## config.mk

```make
export PLATFORM = sky130hd
export DESIGN_NAME = axis_route_ctrl
export DESIGN_NICKNAME = d
export VERILOG_FILES = /design/src/rtl/axis_route_ctrl.sv
export SDC_FILE = /design/constraint.sdc
export NUM_CORES = 1
export LEC_CHECK = 0
export CAP_MARGIN = 20
export CORE_AREA = 2 2 103 105
export CTS_CLUSTER_DIAMETER = 150
export DETAILED_ROUTE_END_ITERATION = 16
export DIE_AREA = 0 0 105 107
export PLACE_DENSITY = 0.76
export SLEW_MARGIN = 25
export SYNTH_ARGS = -nofsm -noshare
export SYNTH_HDL_FRONTEND = slang
export SYNTH_SLANG_ARGS = --single-unit
export TNS_END_PERCENT = 5
```

## constraint.sdc

```tcl
create_clock -name clk -period 3.2 [get_ports clk]
set_input_delay 0.48 -clock clk [delete_from_list [all_inputs] [get_ports clk]]
set_output_delay 0.48 -clock clk [all_outputs]
set_load 0.01 [all_outputs]
```

## src/rtl/axis_route_ctrl.sv

```systemverilog
// axis_route_ctrl
// Front-end controller for a 4-port AXI-Stream demux.
// - Input beats pass through a single output register, one cycle of latency,
//   and can stream at one beat per cycle.
// - The route (sel) and the drop decision are taken from the first beat of
//   each frame. They stay fixed until the last beat of that frame has been
//   accepted downstream.
// - Optional per-route statistics are built only when AXIS_ROUTE_STATS_EN is
//   defined. When it is not defined, the statistics ports are tied to zero.
module axis_route_ctrl #(
    parameter int DATA_WIDTH = 32,
    parameter int KEEP_WIDTH = DATA_WIDTH / 8,
    parameter int DEST_WIDTH = 8,
    parameter int USER_WIDTH = 1
) (
    input  logic                  clk,
    input  logic                  rst,

    input  logic [DATA_WIDTH-1:0] s_axis_tdata,
    input  logic [KEEP_WIDTH-1:0] s_axis_tkeep,
    input  logic                  s_axis_tvalid,
    output logic                  s_axis_tready,
    input  logic                  s_axis_tlast,
    input  logic [DEST_WIDTH-1:0] s_axis_tdest,
    input  logic [USER_WIDTH-1:0] s_axis_tuser,

    output logic [DATA_WIDTH-1:0] m_axis_tdata,
    output logic [KEEP_WIDTH-1:0] m_axis_tkeep,
    output logic                  m_axis_tvalid,
    input  logic                  m_axis_tready,
    output logic                  m_axis_tlast,
    output logic [DEST_WIDTH-1:0] m_axis_tdest,
    output logic [USER_WIDTH-1:0] m_axis_tuser,

    input  logic                  route_enable,
    input  logic                  route_drop,

    output logic                  enable,
    output logic                  drop,
    output logic [1:0]            sel,

    output logic [31:0]           stat_frames0,
    output logic [31:0]           stat_frames1,
    output logic [31:0]           stat_frames2,
    output logic [31:0]           stat_frames3,
    output logic [31:0]           stat_drops
);

    typedef enum logic [0:0] {
        ST_IDLE  = 1'b0,
        ST_FRAME = 1'b1
    } state_t;

    state_t                state_reg;
    state_t                state_next;

    logic [DATA_WIDTH-1:0] tdata_reg;
    logic [KEEP_WIDTH-1:0] tkeep_reg;
    logic [DEST_WIDTH-1:0] tdest_reg;
    logic [USER_WIDTH-1:0] tuser_reg;
    logic                  tvalid_reg;
    logic                  tlast_reg;

    logic [1:0]            sel_reg;
    logic                  drop_reg;
    logic                  enable_reg;

    logic                  in_ready;
    logic                  in_accept;
    logic                  out_accept;
    logic                  first_beat;
    logic                  dest_high_set;

    // A tdest whose bits above the two port-select bits are non-zero names a
    // port that does not exist, so such a frame is dropped.
    generate
        if (DEST_WIDTH > 2) begin : g_dest_hi
            assign dest_high_set = |s_axis_tdest[DEST_WIDTH-1:2];
        end else begin : g_dest_lo
            assign dest_high_set = 1'b0;
        end
    endgenerate

    // Input handshake.
    // - The output slot must be free or draining in this same cycle.
    // - A new frame may start only while route_enable is high.
    // - A frame already in progress always completes.
    // - Nothing is accepted while reset is asserted.
    assign in_ready   = !rst
                      && (m_axis_tready || !tvalid_reg)
                      && ((state_reg == ST_FRAME) || route_enable);
    assign in_accept  = s_axis_tvalid && in_ready;
    assign out_accept = tvalid_reg && m_axis_tready;
    assign first_beat = in_accept && (state_reg == ST_IDLE);

    // Frame-tracking state register.
    always_ff @(posedge clk) begin
        if (rst) begin
            state_reg <= ST_IDLE;
        end else begin
            state_reg <= state_next;
        end
    end

    // Next-state logic.
    // - A single-beat frame (tlast on the first beat) keeps the FSM in IDLE.
    always_comb begin
        state_next = state_reg;
        case (state_reg)
            ST_IDLE: begin
                if (in_accept && !s_axis_tlast) begin
                    state_next = ST_FRAME;
                end
            end
            ST_FRAME: begin
                if (in_accept && s_axis_tlast) begin
                    state_next = ST_IDLE;
                end
            end
            default: begin
                state_next = ST_IDLE;
            end
        endcase
    end

    // Output-slot control.
    // - Load the slot on every accepted input beat.
    // - Otherwise empty it once the downstream side takes the beat.
    always_ff @(posedge clk) begin
        if (rst) begin
            tvalid_reg <= 1'b0;
            tlast_reg  <= 1'b0;
        end else if (in_accept) begin
            tvalid_reg <= 1'b1;
            tlast_reg  <= s_axis_tlast;
        end else if (m_axis_tready) begin
            tvalid_reg <= 1'b0;
        end
    end

    // Output-slot payload.
    // - Passed through unchanged.
    // - Not reset, because tvalid qualifies it.
    always_ff @(posedge clk) begin
        if (in_accept) begin
            tdata_reg <= s_axis_tdata;
            tkeep_reg <= s_axis_tkeep;
            tdest_reg <= s_axis_tdest;
            tuser_reg <= s_axis_tuser;
        end
    end

    // Routing decision.
    // - Captured on the first beat of a frame only.
    // - The register changes on the same edge that loads that beat into the
    //   output slot, so sel and drop always describe the beat on m_axis_*.
    always_ff @(posedge clk) begin
        if (rst) begin
            sel_reg  <= 2'b00;
            drop_reg <= 1'b0;
        end else if (first_beat) begin
            sel_reg  <= s_axis_tdest[1:0];
            drop_reg <= route_drop | dest_high_set;
        end
    end

    // Demux enable.
    // - Follows route_enable only while no frame is open and the output slot
    //   is empty.
    // - It therefore never changes under a beat that is still in flight.
    always_ff @(posedge clk) begin
        if (rst) begin
            enable_reg <= 1'b0;
        end else if ((state_reg == ST_IDLE) && !tvalid_reg) begin
            enable_reg <= route_enable;
        end
    end

    assign s_axis_tready = in_ready;

    assign m_axis_tdata  = tdata_reg;
    assign m_axis_tkeep  = tkeep_reg;
    assign m_axis_tdest  = tdest_reg;
    assign m_axis_tuser  = tuser_reg;
    assign m_axis_tvalid = tvalid_reg;
    assign m_axis_tlast  = tlast_reg;

    assign sel    = sel_reg;
    assign drop   = drop_reg;
    assign enable = enable_reg;

`ifdef AXIS_ROUTE_STATS_EN
    logic [31:0] frame_count [4];
    logic [31:0] drops_reg;
    logic        frame_done;

    // A frame is counted when its tlast beat leaves the output slot.
    assign frame_done = out_accept && tlast_reg;

    genvar gi;
    generate
        for (gi = 0; gi < 4; gi++) begin : g_frame_cnt
            logic [31:0] cnt_reg;

            // Frames delivered on route gi. The counter wraps naturally.
            always_ff @(posedge clk) begin
                if (rst) begin
                    cnt_reg <= 32'd0;
                end else if (frame_done && !drop_reg && (sel_reg == 2'(gi))) begin
                    cnt_reg <= cnt_reg + 32'd1;
                end
            end

            assign frame_count[gi] = cnt_reg;
        end
    endgenerate

    // Frames discarded by the demux. The counter wraps naturally.
    always_ff @(posedge clk) begin
        if (rst) begin
            drops_reg <= 32'd0;
        end else if (frame_done && drop_reg) begin
            drops_reg <= drops_reg + 32'd1;
        end
    end

    assign stat_frames0 = frame_count[0];
    assign stat_frames1 = frame_count[1];
    assign stat_frames2 = frame_count[2];
    assign stat_frames3 = frame_count[3];
    assign stat_drops   = drops_reg;
`else
    // The statistics ports stay in place so that both builds share one
    // footprint.
    assign stat_frames0 = 32'd0;
    assign stat_frames1 = 32'd0;
    assign stat_frames2 = 32'd0;
    assign stat_frames3 = 32'd0;
    assign stat_drops   = 32'd0;
`endif

endmodule

```

==> impl_metrics.toml <==
[run_status]
status = "finished clean"

[floorplanning]
coreArea_um2 = 10090
fp.dieW_um = 105
ios = 264
die_h_um = 107
rows = 37
start_util_pct = 28.80
dieArea_um2 = 11240

[grt]
grt_max_degree = 49
grt_usage_pct = 7.925
antenna_found_initial = 0
grt_pass1_vias = 1224
overflow = 0
grt_pass1_wl_um = 6699

[clocking]
clk-insertion-delay-late_ns = 0.30
hold_buffers = 0
clock_tree.root_cell = "clkbuf_8"
cts.sinks = 52
cts_tree = "yes"
cts_htree_levels = 2
cts_setup_buffers = 0
cts.reportedPaths.clkPinSlew_ns = 0.09
numCtsBuffers = 5
cts_resized = 0
clock_path_buffers = 2

[cells_and_area]
finalInstanceArea_um2 = 3596
layout-drive-gt1-share_pct = 3.725
final_common_cell = "conb_1"
largest_reg_flops = 32
layout_common_cells = "conb_1, clkdlybuf4s50_1, edfxtp_1"
area_growth_pct = 23.72
antenna_cells = 0
finish.net_count = 400
stdcell_count = 485

[job]
max_cap_viol_count = 0

[critical_path]
rr_worst_depth = 4
critical_path_required_ns = 2.72
crit_type = "input pin to primary output"
cp_data_arrival_time_ns = 1.98
cp-end-kind = "primary output"
r2r-start = "m_axis_tvalid"
path_max_fanout = 11
r2r_end = "m_axis_tlast"
ff2ff_setup_slack_ns = 1.64
critPathLaunchType = "input pin"

[synthesis]
yosys_warnings = 0
ys_types = 23
avgSynthCellArea_um2 = 12.16
ys_ff_latch = 52
synth-seq-area-share_pct = 51.31
syn_inst = 239
netlist_area_um2 = 2907

[power]
p_leak_uw = 0.001497
ir_drop_uv = 187.3
power_density_nw_per_um2 = 380.0
p_total_uw = 1367

[routing]
drt-total-wl_um = 5248
via_per_inst = 3.219
wire_per_inst_um = 10.82
vias = 1561
drt_iter0_drc = 26
ant_nets = 0
drc_errors = 0
drt_pass1_iterations = 4

[timing]
fmax_mhz = 406.7
max_slew_margin_pct = 58.06
whs_ns = 0.4902
slew_viol_final = 0
finalSetupViolCount = 0
finalCritPeriodShare_pct = 76.83
period_needed_ns = 2.459
setup_tns_ns = 0
clock_skew_ns = 0.003237
worst_pin_slew_ns = 0.6233
rsz0062_at_grt = "no"
hold_violations = 0

[worst_hold_path]
hold_end = "sel[1]"
min_path_cells = 2
hold_path.class = "register to register"
min_from = "sel[1]"

[placed_design]
placedInstanceArea_um2 = 3512
dp_hpwl_um = 4293
dp_cells = 477
place.port_buffers = 103
place.gp.congestion = 0.7126
==> cells by family (layout without fill, tap and decap cells) <==
group | Yosys count | in the layout | synth area share [%]
flip-flops | 52 | 52 | 51.31
other | 1 | 160 | 0.1290
buffers and inverters | 161 | 112 | 41.71
AO/OA/AOI/OAI | 7 | 7 | 1.507
multiplexers | 3 | 3 | 1.076
AND/OR/NAND/NOR | 15 | 15 | 4.262
==> stage by stage <==
step	setup WS (ns)	utilization, %
finish	0.7415	35.63
global route	0.6723	35.63
detailed placement	0.7517	34.80
floorplan	0.4790	-
CTS	0.7261	35.63
global placement	0.8380	34.80
==> Yosys cell counts <==
library cell / count / area share [%]
a311oi_1: 1 / 0.30
edfxtp_1: 45 / 46
buf_6: 1 / 0.39
nand3_1: 2 / 0.34
dfxtp_1: 7 / 4.8
a21oi_1: 3 / 0.52
conb_1: 1 / 0.13
mux2_2: 1 / 0.39
and2b_1: 1 / 0.26
nor2_1: 3 / 0.39
or2b_2: 1 / 0.30
mux2i_1: 2 / 0.69
nand4bb_1: 1 / 0.39
o21ai_0: 2 / 0.34
o21ba_2: 1 / 0.34
nor3_1: 1 / 0.17
or4_1: 1 / 0.26
and4bb_2: 1 / 0.43
nor4_1: 1 / 0.22
nor2b_4: 1 / 0.47
nor4b_4: 1 / 0.82
nand2b_1: 1 / 0.22
buf_4: 160 / 41
==> where the power goes <==
| group | leakage, uW | total, uW | internal, uW | switching, uW |
|---|---|---|---|---|
| Sequential | 0.000471 | 772 | 764 | 8.13 |
| Clock | 0.0000388 | 352 | 152 | 200 |
| Combinational | 0.000987 | 242 | 103 | 139 |
==> worst max path at each step <==
stage	slack, ns	cells after the start	to	startpoint
floorplan	0.48	3	m_axis_tlast	m_axis_tready
global placement	0.84	3	s_axis_tready	rst
finish	0.74	3	s_axis_tready	rst
CTS	0.73	3	s_axis_tready	rst
detailed placement	0.75	3	s_axis_tready	rst
global route	0.67	3	s_axis_tready	rst
==> critical path: stages <==
cell             delay (ns)
clkdlybuf4s50_1        0.59
nor3_1                 0.30
clkdlybuf4s50_1        0.60
==> cell type report <==
| class | instances | area (um^2) |
|---|---|---|
| Timing Repair Buffer | 104 | 1051 |
| Fill cell | 1019 | 6496 |
| Multi-Input combinational cell | 185 | 799.5 |
| Clock buffer | 6 | 72.57 |
| Clock inverter | 2 | 11.26 |
| Sequential cell | 52 | 1491 |
| Tap cell | 136 | 170.2 |
==> per-layer routing <==
metal / share of wire (%) / vias to the layer above / global-route usage (%) / wire length, um
met2: 48 / 161 / 13.54 / 2521
met1: 36 / 706 / 8.727 / 1898
met4: 1.7 / 0 / 3.238 / 87
met3: 14 / 8 / 3.283 / 740
met5: 0 / - / 0 / 0
li1: - / 686 / - / -
No activity file was read; power rests on OpenSTA's default activity.
